**src/rtl/alu_issue_ctrl_pkg.sv**
```systemverilog
// Shared types and constants for the ALU issue controller.
// Holds FSM state encoding, instruction field slices and opcodes.
package alu_issue_ctrl_pkg;

    localparam int IW = 9;

    typedef enum logic [1:0] {
        S_IDLE  = 2'd0,
        S_ISSUE = 2'd1,
        S_CAPT  = 2'd2,
        S_WB    = 2'd3
    } state_t;

    // instr = {op[8:6], rd_a[5:4], rs_a[3:2], rt_a[1:0]}
    localparam int OP_HI = 8;
    localparam int OP_LO = 6;
    localparam int RD_HI = 5;
    localparam int RD_LO = 4;
    localparam int RS_HI = 3;
    localparam int RS_LO = 2;
    localparam int RT_HI = 1;
    localparam int RT_LO = 0;

    localparam logic [2:0] OP_ADD = 3'd0;
    localparam logic [2:0] OP_SUB = 3'd1;
    localparam logic [2:0] OP_AND = 3'd2;
    localparam logic [2:0] OP_OR  = 3'd3;
    localparam logic [2:0] OP_ROL = 3'd4;
    localparam logic [2:0] OP_ASR = 3'd5;
    localparam logic [2:0] OP_EQ  = 3'd6;
    localparam logic [2:0] OP_GT  = 3'd7;

endpackage

```
**src/rtl/alu_regfile_4x4.sv**
```systemverilog
// Small register file: one synchronous write port, three async reads.
// Ports: i_clk, i_rst, i_we/i_waddr/i_wdata, rs/rt/dbg read address/data.
module alu_regfile_4x4 #(
    parameter int NREG = 4,
    parameter int DW   = 4
) (
    input  logic                    i_clk,
    input  logic                    i_rst,
    input  logic                    i_we,
    input  logic [$clog2(NREG)-1:0] i_waddr,
    input  logic [DW-1:0]           i_wdata,
    input  logic [$clog2(NREG)-1:0] i_rs_addr,
    output logic [DW-1:0]           o_rs_data,
    input  logic [$clog2(NREG)-1:0] i_rt_addr,
    output logic [DW-1:0]           o_rt_data,
    input  logic [$clog2(NREG)-1:0] i_dbg_addr,
    output logic [DW-1:0]           o_dbg_data
);

    logic [DW-1:0] r_mem [NREG];

    always_ff @(posedge i_clk) begin
        if (i_rst) begin
            for (int i = 0; i < NREG; i++) begin
                r_mem[i] <= '0;
            end
        end else if (i_we) begin
            r_mem[i_waddr] <= i_wdata;
        end
    end

    assign o_rs_data  = r_mem[i_rs_addr];
    assign o_rt_data  = r_mem[i_rt_addr];
    assign o_dbg_data = r_mem[i_dbg_addr];

endmodule

```
**src/rtl/alu_issue_ctrl.sv**
```systemverilog
// Issues 9-bit instructions to a combinational 4-bit ALU and writes back.
// Ports: clk/rst, instr valid/ready/instr, host write, debug read,
// ALU rs/rt/sel out and rd in, done pulse and held result.
module alu_issue_ctrl
    import alu_issue_ctrl_pkg::*;
#(
    parameter int NREG = 4,
    parameter int DW   = 4
) (
    input  logic                    clk,
    input  logic                    rst,
    input  logic                    instr_valid,
    input  logic [IW-1:0]           instr,
    output logic                    instr_ready,
    input  logic                    host_we,
    input  logic [$clog2(NREG)-1:0] host_addr,
    input  logic [DW-1:0]           host_data,
    input  logic [$clog2(NREG)-1:0] dbg_addr,
    output logic [DW-1:0]           dbg_data,
    output logic [DW-1:0]           alu_rs,
    output logic [DW-1:0]           alu_rt,
    output logic [2:0]              alu_sel,
    input  logic [DW-1:0]           alu_rd,
    output logic                    done,
    output logic [DW-1:0]           result
);

    localparam int AW = $clog2(NREG);

    state_t        r_state;
    logic [IW-1:0] r_instr;
    logic [DW-1:0] r_res;
    logic [DW-1:0] r_alu_rs;
    logic [DW-1:0] r_alu_rt;
    logic [2:0]    r_alu_sel;
    logic          r_done;
    logic [DW-1:0] r_result;

    logic [AW-1:0] w_rd_a;
    logic [AW-1:0] w_rs_a;
    logic [AW-1:0] w_rt_a;
    logic [DW-1:0] w_rs_d;
    logic [DW-1:0] w_rt_d;
    logic          w_idle;
    logic          w_wb;
    logic          w_we;
    logic [AW-1:0] w_waddr;
    logic [DW-1:0] w_wdata;

    assign w_rd_a = r_instr[RD_HI:RD_LO];
    assign w_rs_a = r_instr[RS_HI:RS_LO];
    assign w_rt_a = r_instr[RT_HI:RT_LO];

    assign w_idle = (r_state == S_IDLE);
    assign w_wb   = (r_state == S_WB);

    // Host writes only land in IDLE; writeback owns the port in WB.
    assign w_we    = w_wb | (w_idle & host_we);
    assign w_waddr = w_wb ? w_rd_a : host_addr;
    assign w_wdata = w_wb ? r_res  : host_data;

    assign instr_ready = w_idle & ~host_we;

    alu_regfile_4x4 #(
        .NREG (NREG),
        .DW   (DW)
    ) u_rf (
        .i_clk      (clk),
        .i_rst      (rst),
        .i_we       (w_we),
        .i_waddr    (w_waddr),
        .i_wdata    (w_wdata),
        .i_rs_addr  (w_rs_a),
        .o_rs_data  (w_rs_d),
        .i_rt_addr  (w_rt_a),
        .o_rt_data  (w_rt_d),
        .i_dbg_addr (dbg_addr),
        .o_dbg_data (dbg_data)
    );

    always_ff @(posedge clk) begin
        if (rst) begin
            r_state   <= S_IDLE;
            r_instr   <= '0;
            r_res     <= '0;
            r_alu_rs  <= '0;
            r_alu_rt  <= '0;
            r_alu_sel <= '0;
            r_done    <= 1'b0;
            r_result  <= '0;
        end else begin
            r_done <= 1'b0;
            unique case (r_state)
                S_IDLE: begin
                    if (instr_valid && instr_ready) begin
                        r_instr <= instr;
                        r_state <= S_ISSUE;
                    end
                end
                S_ISSUE: begin
                    r_alu_rs  <= w_rs_d;
                    r_alu_rt  <= w_rt_d;
                    r_alu_sel <= r_instr[OP_HI:OP_LO];
                    r_state   <= S_CAPT;
                end
                S_CAPT: begin
                    r_res   <= alu_rd;
                    r_state <= S_WB;
                end
                S_WB: begin
                    r_result <= r_res;
                    r_done   <= 1'b1;
                    r_state  <= S_IDLE;
                end
                default: r_state <= S_IDLE;
            endcase
        end
    end

    assign alu_rs  = r_alu_rs;
    assign alu_rt  = r_alu_rt;
    assign alu_sel = r_alu_sel;
    assign done    = r_done;
    assign result  = r_result;

endmodule

```
**config.mk**
```make
export PLATFORM = sky130hd
export DESIGN_NAME = alu_issue_ctrl
export DESIGN_NICKNAME = d
export VERILOG_FILES = /design/src/rtl/alu_issue_ctrl_pkg.sv /design/src/rtl/alu_regfile_4x4.sv /design/src/rtl/alu_issue_ctrl.sv
export SDC_FILE = /design/constraint.sdc
export NUM_CORES = 1
export LEC_CHECK = 0
export BUFFER_PORTS_ARGS = -buffer_cell sky130_fd_sc_hd__clkbuf_2
export CAP_MARGIN = 5
export CORE_MARGIN = 2
export CORE_UTILIZATION = 54
export DETAILED_ROUTE_END_ITERATION = 10
export PLACE_DENSITY = 0.79
export SLEW_MARGIN = 15
export SYNTH_ARGS = -nofsm -noshare
export SYNTH_HDL_FRONTEND = slang
export SYNTH_HIERARCHICAL = 1
export SYNTH_SLANG_ARGS = --single-unit
```
**constraint.sdc**
```tcl
create_clock -name clk -period 1.8 [get_ports clk]
set_clock_uncertainty 0.05 [all_clocks]
set_input_delay 0.27 -clock clk [delete_from_list [all_inputs] [get_ports clk]]
set_output_delay 0.27 -clock clk [all_outputs]
set_load 0.01 [all_outputs]
```
### After elaboration in Yosys (flattened, before gate mapping)

Memories as Yosys holds them, arrays and structs flattened. A register that Yosys moved wholly into a read port is not among the register bits.
Cells that the tools add are included.

| word-level totals | value |
|---|---|
| register bits after elaboration | 23 |
| memory bits (writable) | 16 |
| input bits | 25 |
| memories | 1 |

| operators by class | value |
|---|---|
| equal/unequal tests | 4 |
| mux-type cells | 13 |
| bitwise operators | 4 |
| reduce and logical (&&, ||, !) cells | 4 |

Memories:

| memory | depth | bits a word | rd ports | clocked after Yosys merged registers in | write ports | RTL line | source |
|---|---|---|---|---|---|---|---|
| u_rf.r_mem | 4 | 4 | 3 | 2 | 4 | alu_regfile_4x4.sv:20 | `logic [DW-1:0] r_mem [NREG];` |

Operators with widths:

| cell | count |
|---|---|
| $mux 4 | 2 |
| $pmux 2 s4 | 1 |
| $mux 1 | 7 |
| $mux 2 | 3 |
| $eq 2x2->1 const B | 2 |
| $reduce_or 4->1 | 1 |
| $and 1x1->1 | 2 |
| $eq 2x1->1 const B | 1 |
| $logic_not 2->1 | 1 |
| $ne 2x1->1 const B | 1 |
| $reduce_and 2->1 | 1 |
| $logic_and 1x1->1 | 1 |
| $not 1->1 | 1 |
| $or 1x1->1 | 1 |

### Logic depth before layout (Yosys ltp)

| logic depth | value |
|---|---|
| word-level depth | 8 |
| depth in mapped cells | 7 |

### By module

The synthesis kept the hierarchy.

By module, submodules not included:

| module | instances | cells each | area an instance (um^2) | sequential area each (um^2) |
|---|---|---|---|---|
| alu_issue_ctrl | 1 | 136 | 1297.5 | 620.6 |
| alu_regfile_4x4 | 1 | 55 | 985.9 | 480.5 |

### Least setup slack after synthesis

No wires, ideal clock.

| timing path | value |
|---|---|
| path type | reg-to-reg |
| start | register r_state[1] |
| end | memory u_rf.r_mem[1][0], data pin |
| setup time | 0.255 ns |
| data arrival time | 1.347 ns |
| required time | 1.495 ns |
| path slack | 0.148 ns |
| cell stages (with the launch flop) | 5 |
| clock period less this slack | 1.652 ns |
| cell sequence | dfxtp_1 -> ha_1 -> mux2_2 -> and4bb_2 -> and2_1 |

RTL lines:

| item | RTL line | source |
|---|---|---|
| start, declared | alu_issue_ctrl.sv:30 | `state_t r_state;` |
| start signal, assigned | alu_issue_ctrl.sv:83 | `r_state <= S_IDLE;` |
| start signal, assigned | alu_issue_ctrl.sv:97 | `r_state <= S_ISSUE;` |
| start signal, assigned | alu_issue_ctrl.sv:104 | `r_state <= S_CAPT;` |
| end, declared | alu_regfile_4x4.sv:20 |  |

==> out/results.ini <==
[place]
dpl_worst_slack_ns = 0.0662
gp_congestion = 0.821
io_buffers = 45
dp_hpwl_mm = 3.16
post-place-cells = 284

[clocking]
clock_sinks = 47
hold_buffers = 0
root_buffer = clkbuf_8
path_clk_slew_ns = 0.08
clock_path_buffers = 2
numCtsBuffers = 5
clock_latency_ns = 0.29
htreeDepth = 2
cts_tree = done

[synthesis]
syn_area_um2 = 2280
ys.flop_type = dfxtp_1
syn_inst = 191
yosysMostFrequentCell = dfxtp_1
yosysWarnings = 6
synth-async-reset-ratio = 0
synth_cell_types = 31
synth_edf_count = 16
syn_nets = 221
ys_top_cells_by_area = dfxtp_1, edfxtp_1, mux4_1
avgSynthCellArea_um2 = 12.0
synth_seq_cells = 47
synth_top_area_share = 0.272
synth_seq_area_share = 0.482
synth_top_area_cell = dfxtp_1
ys_top_cells_by_count = dfxtp_1, nand2_1, and2_1, edfxtp_1, nor2_1

[sta]
worst_slack_ns = 0.0661
hold_viol = 0
finalSetupTns_ns = 0
rsz0062_at_grt = no
maxSlewViolCount = 0
fin_crit_ns = 1.73
worstMarginPinSlew_ns = 0.489
fmax_mhz = 577
slew_headroom = 0.671
setup_viol = 0
finalCritPeriodShare = 0.963

[layout]
syn2layout_area_growth_pct = 17.3
fin_util = 0.665
layout-drive-gt1-share = 0.322
diodes = 0
stdcell_count = 292
nets = 271

[worst_setup_path]
worstPathArrival_ns = 1.41
critPathTopFamily = multiplexers
path_class = flip-flop to output port
cp-end-kind = output port
r2r-end = u_rf/r_mem[0][0]
path_max_fanout = 3
start_kind = flip-flop
rr_worst_depth = 4
crit_slowest_cell = mux4_1
rrSetupSlack_ns = 0.12
crit_chain = mux4_1, clkbuf_2
path_buf_inv = 1
r2r-start = r_state[1]
critPathMaxStageDelay_ns = 0.55
crit_required_ns = 1.48

[detailed_routing]
wl_per_cell_um = 14.4
viasPerCell = 5.40
vias = 1578
drt_iter0_drc = 143
dr.pass1.iters = 4
remaining_drc_errors = 0
drt-total-wl_mm = 4.22
ant_nets = 0

[power_and_ir_drop]
power.internal_uw = 2000
switching_power_uw = 928
power_density_nw_per_um2 = 1090
ir_worst_vdd_v = 0.000582
pwr-share-comb = 0.319
power_leakage_uw = 0.00113
power.share.clock = 0.211
pwr-share-seq = 0.470
switching_share = 0.317

[worst_hold_path]
min_from = instr[1]
hold_path_end = r_instr[1]
min_path_type = primary input to flip-flop
min_path_cells = 3

[global_routing]
gr-usage-all-layers = 0.188
grt_pass1_vias = 1523
grt-ovfl-total = 0
grt_max_degree = 32
antenna_found_initial = 0
grt_pass1_wl_mm = 7.09

[flow_run]
cap_violations = 0

[status]
run_status = completed

[die]
core_area_um2 = 4030
die_area_um2 = 4760
core.rowCount = 23
initial_core_util = 0.567
fp.dieW_um = 69.0
num_io_pins = 46
die_h_um = 69.0

## power by group through the flow
stage	Combinational [µW]	Sequential, µW	Clock [µW]
6_report	936	1380	617
5_1_grt	1040	1400	660
4_1_cts	925	1380	626
3_5_place_dp	923	1400	0
3_3_place_gp	903	1390	0
2_1_floorplan	681	1380	0
## timing repair
| item | 4_1_cts | 5_1_grt |
|---|---|---|
| endpoints found under the setup margin | 0 | 20 |
| resized for setup | 0 | 5 |
| buffers inserted | 0 | 0 |
## worst min-delay path: cells and delay by family
family,cells,cell delay (ns)
compound gates,1,0.05
buf+inv,1,0.08
simple gates,1,0.06
## per-stage QoR
step                instance area, µm²  total power (µW)  hold WS (ns)
global route                      2680              3100         0.141
detailed placement                2570              2330         0.418
global placement                  2570              2290         0.407
floorplan                         2280              2070         0.292
finish                            2680              2930         0.147
CTS                               2660              2930         0.145
## cells by family after synthesis
group / share of synthesized area
adder cells (fa/ha/maj): 0.0274
flip-flops: 0.482
buffers and inverters: 0.0318
AO/OA/AOI/OAI: 0.0844
AND/OR/NAND/NOR: 0.161
multiplexers: 0.214
## registers in the layout, indices dropped and copies added, names as in the netlist
| signal | count |
|---|---|
| alu_sel | 3 |
| alu_rt | 4 |
| alu_rs | 4 |
| u_rf/r_mem | 16 |
| r_instr | 9 |
| r_state | 2 |
| r_res | 4 |
| result | 4 |
| done | 1 |
## final cells by class
type | count | area, µm²
inverters | 7 | 26.3
well taps | 50 | 62.6
clock inverters | 2 | 12.5
fillers | 331 | 1350
clock buffers | 6 | 72.6
multi-input cells | 129 | 1130
repair buffers | 51 | 270
flip-flops and latches | 47 | 1100
## worst max path at each step
stage	from	endpoint	slack (ns)	cells after the start
floorplan	r_state[1]	u_rf/r_mem[1][0]	0.15	4
global placement	r_state[1]	u_rf/r_mem[2][0]	0.10	3
detailed placement	r_state[1]	u_rf/r_mem[2][3]	0.07	3
CTS	r_state[1]	u_rf/r_mem[2][1]	0.05	3
global route	r_state[0]	instr_ready	0.006	5
finish	u_rf/r_mem[1][2]	dbg_data[2]	0.07	2
## cell usage in the layout (no fill, tap or decap)
cell type and count:
nand2b_1 4, clkinv_2 1, o21ai_0 4, and3b_1 1
mux4_1 12, buf_4 6, inv_1 7, a21o_1 2
and4bb_2 2, mux2_4 2, o21bai_2 1, dfxtp_1 31
nor4b_4 1, a21oi_1 4, nor2b_1 3, a21oi_2 9
mux2i_1 15, nand3b_1 1, a311oi_1 1, ha_1 4
clkinvlp_4 1, and3_1 1, ha_2 1, clkbuf_1 1
nor2_1 16, clkbuf_8 5, a21boi_0 1, o21ba_2 1
nand2_1 23, and2_1 16, edfxtp_1 16, clkbuf_2 45
nand2b_4 1, a211oi_1 1, a31o_2 2
## routing by layer
metal  track usage  vias to the layer above  routed length [µm]
met3        0.0482                        7                 205
met4        0.0741                        0                  61
met5             0                        -                   0
li1              -                      783                   -
met1         0.221                      748                1810
met2         0.327                       40                2140
No activity file was read; power rests on OpenSTA's default activity.
